### config.mk
export PLATFORM = sky130hd
export DESIGN_NAME = dtw_traceback_ctrl
export DESIGN_NICKNAME = d
export VERILOG_FILES = /design/src/rtl/dtw_pkg.sv /design/src/rtl/dtw_traceback_ctrl_cell_sel.sv /design/src/rtl/dtw_traceback_ctrl.sv
export SDC_FILE = /design/constraint.sdc
export NUM_CORES = 1
export LEC_CHECK = 0
export BUFFER_PORTS_ARGS = -buffer_cell sky130_fd_sc_hd__buf_2
export CORE_AREA = 2 2 142 144
export DETAILED_ROUTE_END_ITERATION = 10
export DIE_AREA = 0 0 144 146
export GPL_TIMING_DRIVEN = 0
export PLACE_DENSITY = 0.51
export SLEW_MARGIN = 20
export SYNTH_ARGS = -nofsm -noshare
export SYNTH_HDL_FRONTEND = slang
export SYNTH_HIERARCHICAL = 1
export SYNTH_SLANG_ARGS = --single-unit
### constraint.sdc
create_clock -name clk -period 7.1 [get_ports clk]
set_input_delay 1.42 -clock clk [delete_from_list [all_inputs] [get_ports clk]]
set_output_delay 1.42 -clock clk [all_outputs]
set_load 0.005 [all_outputs]
### src/rtl/dtw_pkg.sv
// Shared DTW definitions: index width, traceback path encodings and the
// traceback controller state encoding.
package dtw_pkg;

  localparam int IDX_W = 5;
  localparam logic [IDX_W-1:0] IDX_INVALID = 5'd31;

  localparam logic [1:0] PATH_DIAG = 2'b11;
  localparam logic [1:0] PATH_UP   = 2'b10;
  localparam logic [1:0] PATH_LEFT = 2'b01;
  localparam logic [1:0] PATH_RST  = 2'b00;

  typedef enum logic [1:0] {
    IDLE = 2'd0,
    EMIT = 2'd1,
    WAIT = 2'd2,
    DONE = 2'd3
  } tb_state_t;

endpackage

### src/rtl/dtw_traceback_ctrl_cell_sel.sv
// Combinational cell selector: (cur_t,cur_r) -> one-hot unit enable, plus the
// selected unit's {diag, up, left} strobes.
module dtw_traceback_ctrl_cell_sel
  import dtw_pkg::*;
#(
  parameter int N_T = 8,
  parameter int N_R = 8
) (
  input  logic [IDX_W-1:0]   cur_t,
  input  logic [IDX_W-1:0]   cur_r,
  input  logic [N_T*N_R-1:0] ena0_v,
  input  logic [N_T*N_R-1:0] ena1_v,
  input  logic [N_T*N_R-1:0] ena2_v,
  output logic [N_T*N_R-1:0] onehot,
  output logic [2:0]         strobes
);

  always_comb begin
    onehot = '0;
    for (int t = 0; t < N_T; t++) begin
      for (int r = 0; r < N_R; r++) begin
        if (cur_t == IDX_W'(t) && cur_r == IDX_W'(r)) onehot[t*N_R+r] = 1'b1;
      end
    end
  end

  // Masking with the decode avoids a variable-index mux per strobe vector.
  assign strobes = {|(ena0_v & onehot), |(ena1_v & onehot), |(ena2_v & onehot)};

endmodule

### src/rtl/dtw_traceback_ctrl.sv
// DTW traceback sequencer: walks the score-unit array from (t_len-1,r_len-1)
// to (0,0), copying each unit's bus word to SRAM and following its strobes.
module dtw_traceback_ctrl
  import dtw_pkg::*;
#(
  parameter int N_T       = 8,
  parameter int N_R       = 8,
  parameter int ADDR_W    = 8,
  parameter int BASE_ADDR = 0
) (
  input  logic               clk,
  input  logic               nrst,
  input  logic               start,
  input  logic [IDX_W-1:0]   t_len,
  input  logic [IDX_W-1:0]   r_len,
  output logic [N_T*N_R-1:0] outena,
  input  logic [31:0]        bus_data,
  input  logic [N_T*N_R-1:0] ena0_v,
  input  logic [N_T*N_R-1:0] ena1_v,
  input  logic [N_T*N_R-1:0] ena2_v,
  input  logic               sram_gnt,
  output logic               sram_we,
  output logic [ADDR_W-1:0]  sram_addr,
  output logic [31:0]        sram_wdata,
  output logic               busy,
  output logic               done,
  output logic               err,
  output logic [5:0]         path_len,
  output logic [IDX_W-1:0]   cur_t,
  output logic [IDX_W-1:0]   cur_r
);

  localparam logic [ADDR_W-1:0] BASE = ADDR_W'(BASE_ADDR);

  tb_state_t         state, state_nxt;
  logic [IDX_W-1:0]  cur_t_nxt, cur_r_nxt;
  logic [ADDR_W-1:0] addr_nxt;
  logic [5:0]        path_len_nxt;
  logic              err_nxt;
  logic [N_T*N_R-1:0] onehot;
  logic [2:0]        strobes;
  logic              bad_cfg;
  logic              at_origin;

  dtw_traceback_ctrl_cell_sel #(
    .N_T (N_T),
    .N_R (N_R)
  ) u_cell_sel (
    .cur_t   (cur_t),
    .cur_r   (cur_r),
    .ena0_v  (ena0_v),
    .ena1_v  (ena1_v),
    .ena2_v  (ena2_v),
    .onehot  (onehot),
    .strobes (strobes)
  );

  assign bad_cfg   = (t_len == '0) || (r_len == '0) ||
                     (int'(t_len) > N_T) || (int'(r_len) > N_R);
  assign at_origin = (cur_t == '0) && (cur_r == '0);

  // Decoded from the async-reset state, so outena drops the moment nrst falls.
  assign outena     = (state == EMIT) ? onehot : '0;
  assign sram_we    = (state == EMIT) && sram_gnt;
  assign sram_wdata = bus_data;
  assign busy       = (state != IDLE);
  assign done       = (state == DONE);

  always_ff @(posedge clk or negedge nrst) begin
    if (!nrst) begin
      state     <= IDLE;
      cur_t     <= '0;
      cur_r     <= '0;
      sram_addr <= BASE;
      path_len  <= '0;
      err       <= 1'b0;
    end else begin
      state     <= state_nxt;
      cur_t     <= cur_t_nxt;
      cur_r     <= cur_r_nxt;
      sram_addr <= addr_nxt;
      path_len  <= path_len_nxt;
      err       <= err_nxt;
    end
  end

  always_comb begin
    state_nxt    = state;
    cur_t_nxt    = cur_t;
    cur_r_nxt    = cur_r;
    addr_nxt     = sram_addr;
    path_len_nxt = path_len;
    err_nxt      = err;
    case (state)
      IDLE: begin
        if (start) begin
          err_nxt      = 1'b0;
          path_len_nxt = '0;
          addr_nxt     = BASE;
          if (bad_cfg) begin
            err_nxt   = 1'b1;
            state_nxt = DONE;
          end else begin
            cur_t_nxt = t_len - 1'b1;
            cur_r_nxt = r_len - 1'b1;
            state_nxt = EMIT;
          end
        end
      end
      EMIT: begin
        if (sram_gnt) begin
          addr_nxt     = sram_addr + 1'b1;
          path_len_nxt = path_len + 1'b1;
          state_nxt    = at_origin ? DONE : WAIT;
        end
      end
      WAIT: begin
        // Any strobe pattern not matched below is a broken or illegal path.
        state_nxt = DONE;
        err_nxt   = 1'b1;
        case (strobes)
          3'b100: if (cur_t != '0 && cur_r != '0) begin
            cur_t_nxt = cur_t - 1'b1;
            cur_r_nxt = cur_r - 1'b1;
            state_nxt = EMIT;
            err_nxt   = err;
          end
          3'b010: if (cur_t != '0) begin
            cur_t_nxt = cur_t - 1'b1;
            state_nxt = EMIT;
            err_nxt   = err;
          end
          3'b001: if (cur_r != '0) begin
            cur_r_nxt = cur_r - 1'b1;
            state_nxt = EMIT;
            err_nxt   = err;
          end
          default: ;
        endcase
      end
      DONE: state_nxt = IDLE;
      default: state_nxt = IDLE;
    endcase
  end

endmodule

### Yosys cells after proc, flatten, opt, wreduce, memory -nomap -nowiden

Cells that the tools add are included.

* logic and storage cells: 234
* output and inout bits: 124
* bits of input ports: 238
* bits in registers: 27

* reduce and logical (&&, ||, !) cells: 87
* bitwise logic cells: 3
* magnitude comparators: 2
* muxes and demuxes: 99
* add/subtract/negate cells: 6
* equality and inequality tests: 31

Operator list (count)
* $and A64 B64 Y64: 3
* $reduce_or A64 Y1: 3
* $mux W1: 70
* $logic_and A1 B1 Y1: 66
* $mux W64: 1
* $eq A5 B3 Y1 const B: 8
* $mux W5: 8
* $pmux W5 S2: 4
* $eq A5 B2 Y1 const B: 4
* $logic_not A5 Y1: 4
* $sub A5 B1 Y5 const B: 4
* $ne A3 B3 Y1 const B: 6
* $mux W8: 2
* $pmux W8 S2: 1
* $mux W2: 6
* $mux W6: 2
* $pmux W6 S2: 1
* $reduce_and A6 Y1: 2
* $eq A5 B1 Y1 const B: 2
* $gt A5 B4 Y1 const B: 2
* $reduce_bool A5 Y1: 2
* $add A8 B1 Y8 const B: 1
* $pmux W2 S4: 1
* $add A6 B1 Y6 const B: 1
* other kinds (17): 24

### Logic depth before layout (Yosys ltp)

* depth after elaboration: 8
* gate-level depth with buffers: 14
* mapped depth without buffers: 11

### Modules after synthesis

Netlist, hierarchy kept.

By module, submodules not included
* dtw_traceback_ctrl: instances 1, cells each 285, area an instance 2343.5 sq um, sequential area each 675.6 sq um
* dtw_traceback_ctrl_cell_sel: instances 1, cells each 361, area an instance 2339.7 sq um, sequential area each 0.0 sq um

### Least setup slack after synthesis

OpenSTA, ideal clock, no wires.

* path type: input to register
* from: input port ena2_v[62]
* to: register cur_r[0]
* slack: 3151 ps
* path buffers: 0
* arrival time: 3824 ps
* required time: 6975 ps
* library setup time: 125 ps
* cell stages on the path: 10
* path through: mux2_1 > nand3_1 > a21oi_1 > a2111o_1 > nor4_1 > nand4b_1 > xnor2_1 > a2111o_1 > o22ai_2 > mux2_2

* longest elaborated chain between the ends: 5
* elaborated cells between the ends (all ways): 10
* classes of those cells: 5 x eq/ne; 2 x mux; 1 x bitwise; 2 x reduce/logical

RTL lines
* start: declaration: RTL line dtw_traceback_ctrl.sv:20 `input logic [N_T*N_R-1:0] ena2_v,`
* $and A64 B64 Y64 *: RTL line dtw_traceback_ctrl_cell_sel.sv:28 `assign strobes = {|(ena0_v & onehot), |(ena1_v & onehot), |(ena2_v & onehot)};`
* $reduce_or A64 Y1 *: RTL line dtw_traceback_ctrl_cell_sel.sv:28
* net strobes[0]: RTL line dtw_traceback_ctrl.sv:41 `logic [2:0] strobes;`
* $eq A3 B1 Y1 / $eq A3 B3 Y1 (equally long branches): RTL line dtw_traceback_ctrl.sv:121 `case (strobes)`
* $pmux W5 S2, or another cell as far along: RTL line dtw_traceback_ctrl.sv:121
* $pmux W5 S2 / $reduce_and A6 Y1 (equally long branches)
* end signal: assignment: RTL line dtw_traceback_ctrl.sv:80 `cur_r <= cur_r_nxt;`
* end: declaration: RTL line dtw_traceback_ctrl.sv:30 `output logic [IDX_W-1:0] cur_r`

The timed path passes the listed nets; every way through them passes the cells marked *.
A chain may end at the register's enable or synchronous reset.

### Final worst setup path

* from: register cur_t[0]
* to: register cur_r[0]

* longest elaborated chain between the ends: 8
* elaborated cells between the ends (all ways): 152
* classes of those cells: 12 x eq/ne; 66 x mux; 3 x bitwise; 71 x reduce/logical

RTL lines
* start: declaration: RTL line dtw_traceback_ctrl.sv:29 `output logic [IDX_W-1:0] cur_t,`
* start signal: assignment: RTL line dtw_traceback_ctrl.sv:79 `cur_t <= cur_t_nxt;`
* $eq A5 B1 Y1, or another cell as far along: RTL line dtw_traceback_ctrl_cell_sel.sv:22 `if (cur_t == IDX_W'(t) && cur_r == IDX_W'(r)) onehot[t*N_R+r] = 1'b1;`
* $logic_and A1 B1 Y1: RTL line dtw_traceback_ctrl_cell_sel.sv:22
* $mux W1: RTL line dtw_traceback_ctrl_cell_sel.sv:22
* $and A64 B64 Y64 *: RTL line dtw_traceback_ctrl_cell_sel.sv:28
* $reduce_or A64 Y1 *: RTL line dtw_traceback_ctrl_cell_sel.sv:28
* net strobes[0]: RTL line dtw_traceback_ctrl.sv:41
* $eq A3 B1 Y1 / $eq A3 B3 Y1 (equally long branches): RTL line dtw_traceback_ctrl.sv:121
* $pmux W5 S2, or another cell as far along: RTL line dtw_traceback_ctrl.sv:121
* $pmux W5 S2 / $reduce_and A6 Y1 (equally long branches)

Marked as above.

==> results.md <==
- Max IR drop VDD: 0.0001391 V
- Clock Skews: 0.005204 ns
- Largest family of logic cells by synthesized area: simple AND/OR/NAND/NOR gates
- Residual DRC: 0
- Setup bufs post-CTS: 0
- Pins Over Slew Limit: 0
- Async set or reset register ratio after synthesis: 100.0%
- # hold bufs at CTS: 0
- Mapped cell area: 0.004683 mm^2
- Clock Path Buffers: 2
- DRT iter0 DRCs: 405
- Synth top area cells: dfrtp_1 14%, and2_1 9.1%, nor2_1 8.3%, buf_4 5.9%, mux2i_1 5.6%
- Tot GR Track Use: 24.48%
- Die area: 0.02102 mm^2
- Clock latency on the worst-skew pair: 0.26 ns
- Row count: 51
- CP endpoint kind: register
- R2r endpoint: cur_r[0]
- Clk root buf: clkbuf_16
- Worst setup SP type: register
- Max-cap violations: 0
- Crit path max-delay cell type: nor4_1
- Multiplexer area fraction after synthesis: 9.725%
- Grt total ovfl: 0
- Post-synth top cells: 103 x nor2_1, 68 x and2_1, 40 x nand3_1
- Clock sinks: 27
- Core Area: 0.01933 mm^2
- Post-synth EDFFs: 0
- # H-tree levels: 1
- Initial core utilization: 24.22%
- CP arrival: 4.58 ns
- Ys flop type: dfrtp_1
- # IOs: 362
- Setup TNS Final: 0 ns
- Layout cells sized above 1: 43.82%
- Initial antenna violation count: 5
- Count of different cell masters after synthesis: 76
- Synthesis-to-finish area growth: 44.22%
- Post-Synthesis Cells: 646
- Reg clk slew, reported paths: 0.07 ns
- Number of synthesized register bits: 27
- Crit Path Max Fanout: 14
- LEAKAGE: 3.155 nW
- Die width: 144 um
- Most frequent CP cell: clkbuf_1
- Global-route wire length before repair: 39010 um
- Period utilization: 62.33%
- Vias: 6538
- Simple-gate area share of the yosys netlist: 40.37%
- FF-to-FF path depth: 11
- Fin cells: 1249
- Post-synthesis adder-cell area fraction: 1.069%
- Slew HR: 37.69%
- Routed vias/inst: 5.235
- Largest area contributor in the netlist: dfrtp_1
- TritonRoute pass-1 iters: 5
- Sequential share of the synthesized area: 14.43%
- I/O Buffers: 329
- Yosys top cell area share: 14.43%
- Top-count cell post-synth: nor2_1
- CP startpoint: cur_t[0]
- Cells along the critical path: and2_1, clkbuf_1, nand2_1, clkbuf_1, o32ai_1, nor4_1, nand4b_1, xnor2_1, a2111o_1, o22ai_2, mux2_2
- Vias in the first global route: 6246
- Synth Area in Compound Gates: 21.48%
- WL/cell: 22.10 um
- Critical path class: register to register
- GP Congestion: 0.8856
- CTS tree: built
- Total power: 1.530 mW
- Final Net Count: 1222
- Net count after synthesis: 888
- Cell total after placement: 1240
- Routed Antenna Nets: 0
- Syn_area_per_cell: 7.250 um^2
- XOR/XNOR share of the synthesized area: 2.431%
- Critical Path Sink: cur_r[0]
- Post-place setup slack: 2.536 ns
- Worst-Margin Slew: 0.9312 ns
- Tmin final: 4.426 ns
- Worst EP required: 7.25 ns
- Power Density: 226.5 mW/mm^2
- Status: complete, no violations
- Min setup slack post-route: 2.674 ns
- Hold crit path type: register to register
- Final Hold Fails: 0
- Total CTS buffers: 3
- Synth warn: 6
- Final core occ: 34.93%
- R2R setup slack: 2.67 ns
- Max Clk Rate: 226.0 MHz
- Crit-path max cell delay: 0.59 ns
- Detail Placement HPWL: 22540 um
- Resized Gates After CTS: 0
- Final setup viols: 0
- Height of the die: 146 um
- Final wirelength: 27600 um
- RSZ-0062 raised after global routing: false
- Largest net degree at the start of global routing: 28
- R2R Path Start: cur_t[0]
## per-stage QoR
stage | instance area, um^2 | hold slack [ns]
6_report | 6754 | 0.5425
3_3_place_gp | 6661 | 0.5127
2_1_floorplan | 4683 | 0.5000
4_1_cts | 6741 | 0.5493
5_1_grt | 6749 | 0.5724
3_5_place_dp | 6661 | 0.5331
## critical path: cells and delay by family, from the launching register on
family	cells	cell delay, ns
AND/OR/NAND/NOR	4	1.47
AO/OA/AOI/OAI	3	0.89
buffers and inverters	2	0.73
flip-flops	1	0.58
multiplexers	1	0.38
XOR/XNOR	1	0.25
## worst min-delay path by stage
stage | from | end | cells past startpoint
2_1_floorplan | path_len[0] | path_len[0] | 1
3_3_place_gp | path_len[0] | path_len[0] | 1
3_5_place_dp | sram_addr[7] | sram_addr[7] | 2
4_1_cts | path_len[0] | path_len[0] | 1
5_1_grt | path_len[0] | path_len[0] | 1
6_report | path_len[5] | path_len[5] | 2
## metal layers
layer  routed length, um  global-route usage, %
met5                   0                      0
met4                 628                  6.324
met3                2065                  2.994
met2               14160                  45.10
met1               10750                  29.67
## sequential cells by signal, indices dropped and copies added, names as in the netlist
register	count
cur_r	5
cur_t	5
err	1
path_len	6
sram_addr	8
state	2
## placed cells by master (no fill, tap or decap), types with 12 or more instances in the layout
cell type / n
mux2i_1: 26
dfrtp_1: 27
nand4_1: 15
mux2_2: 12
clkbuf_1: 18
a21oi_1: 21
nor3_1: 15
nand2_1: 36
nor4_1: 14
nand3_1: 40
buf_2: 341
buf_4: 37
a22oi_1: 23
nor2_1: 103
and2_1: 68
## logic make-up (layout without fill, tap and decap cells)
logic type | Yosys count | in the layout
adder cells (fa/ha/maj) | 4 | 4
multiplexers | 42 | 42
AND/OR/NAND/NOR | 350 | 350
buffers and inverters | 80 | 413
other | 0 | 5
flip-flops | 27 | 27
XOR/XNOR | 13 | 13
AO/OA/AOI/OAI | 130 | 130
## final cells by class
| cell class | instances | area (um^2) |
|---|---|---|
| clock inverters | 1 | 5.005 |
| diodes | 5 | 12.51 |
| well taps | 265 | 331.6 |
| inverters | 6 | 22.52 |
| fillers | 2186 | 12580 |
| multi-input cells | 539 | 3516 |
| clock buffers | 3 | 75.07 |
| repair buffers | 329 | 1647 |
| flip-flops and latches | 27 | 675.6 |
| plain buffers | 74 | 469.2 |
## power breakdown
group / total (mW) / internal [mW] / switching, mW
Clock: 0.133 / 0.0761 / 0.0566
Combinational: 1.08 / 0.391 / 0.689
Sequential: 0.316 / 0.200 / 0.116
Total: 1.53 / 0.667 / 0.862
(Power assumes the default switching activity.)
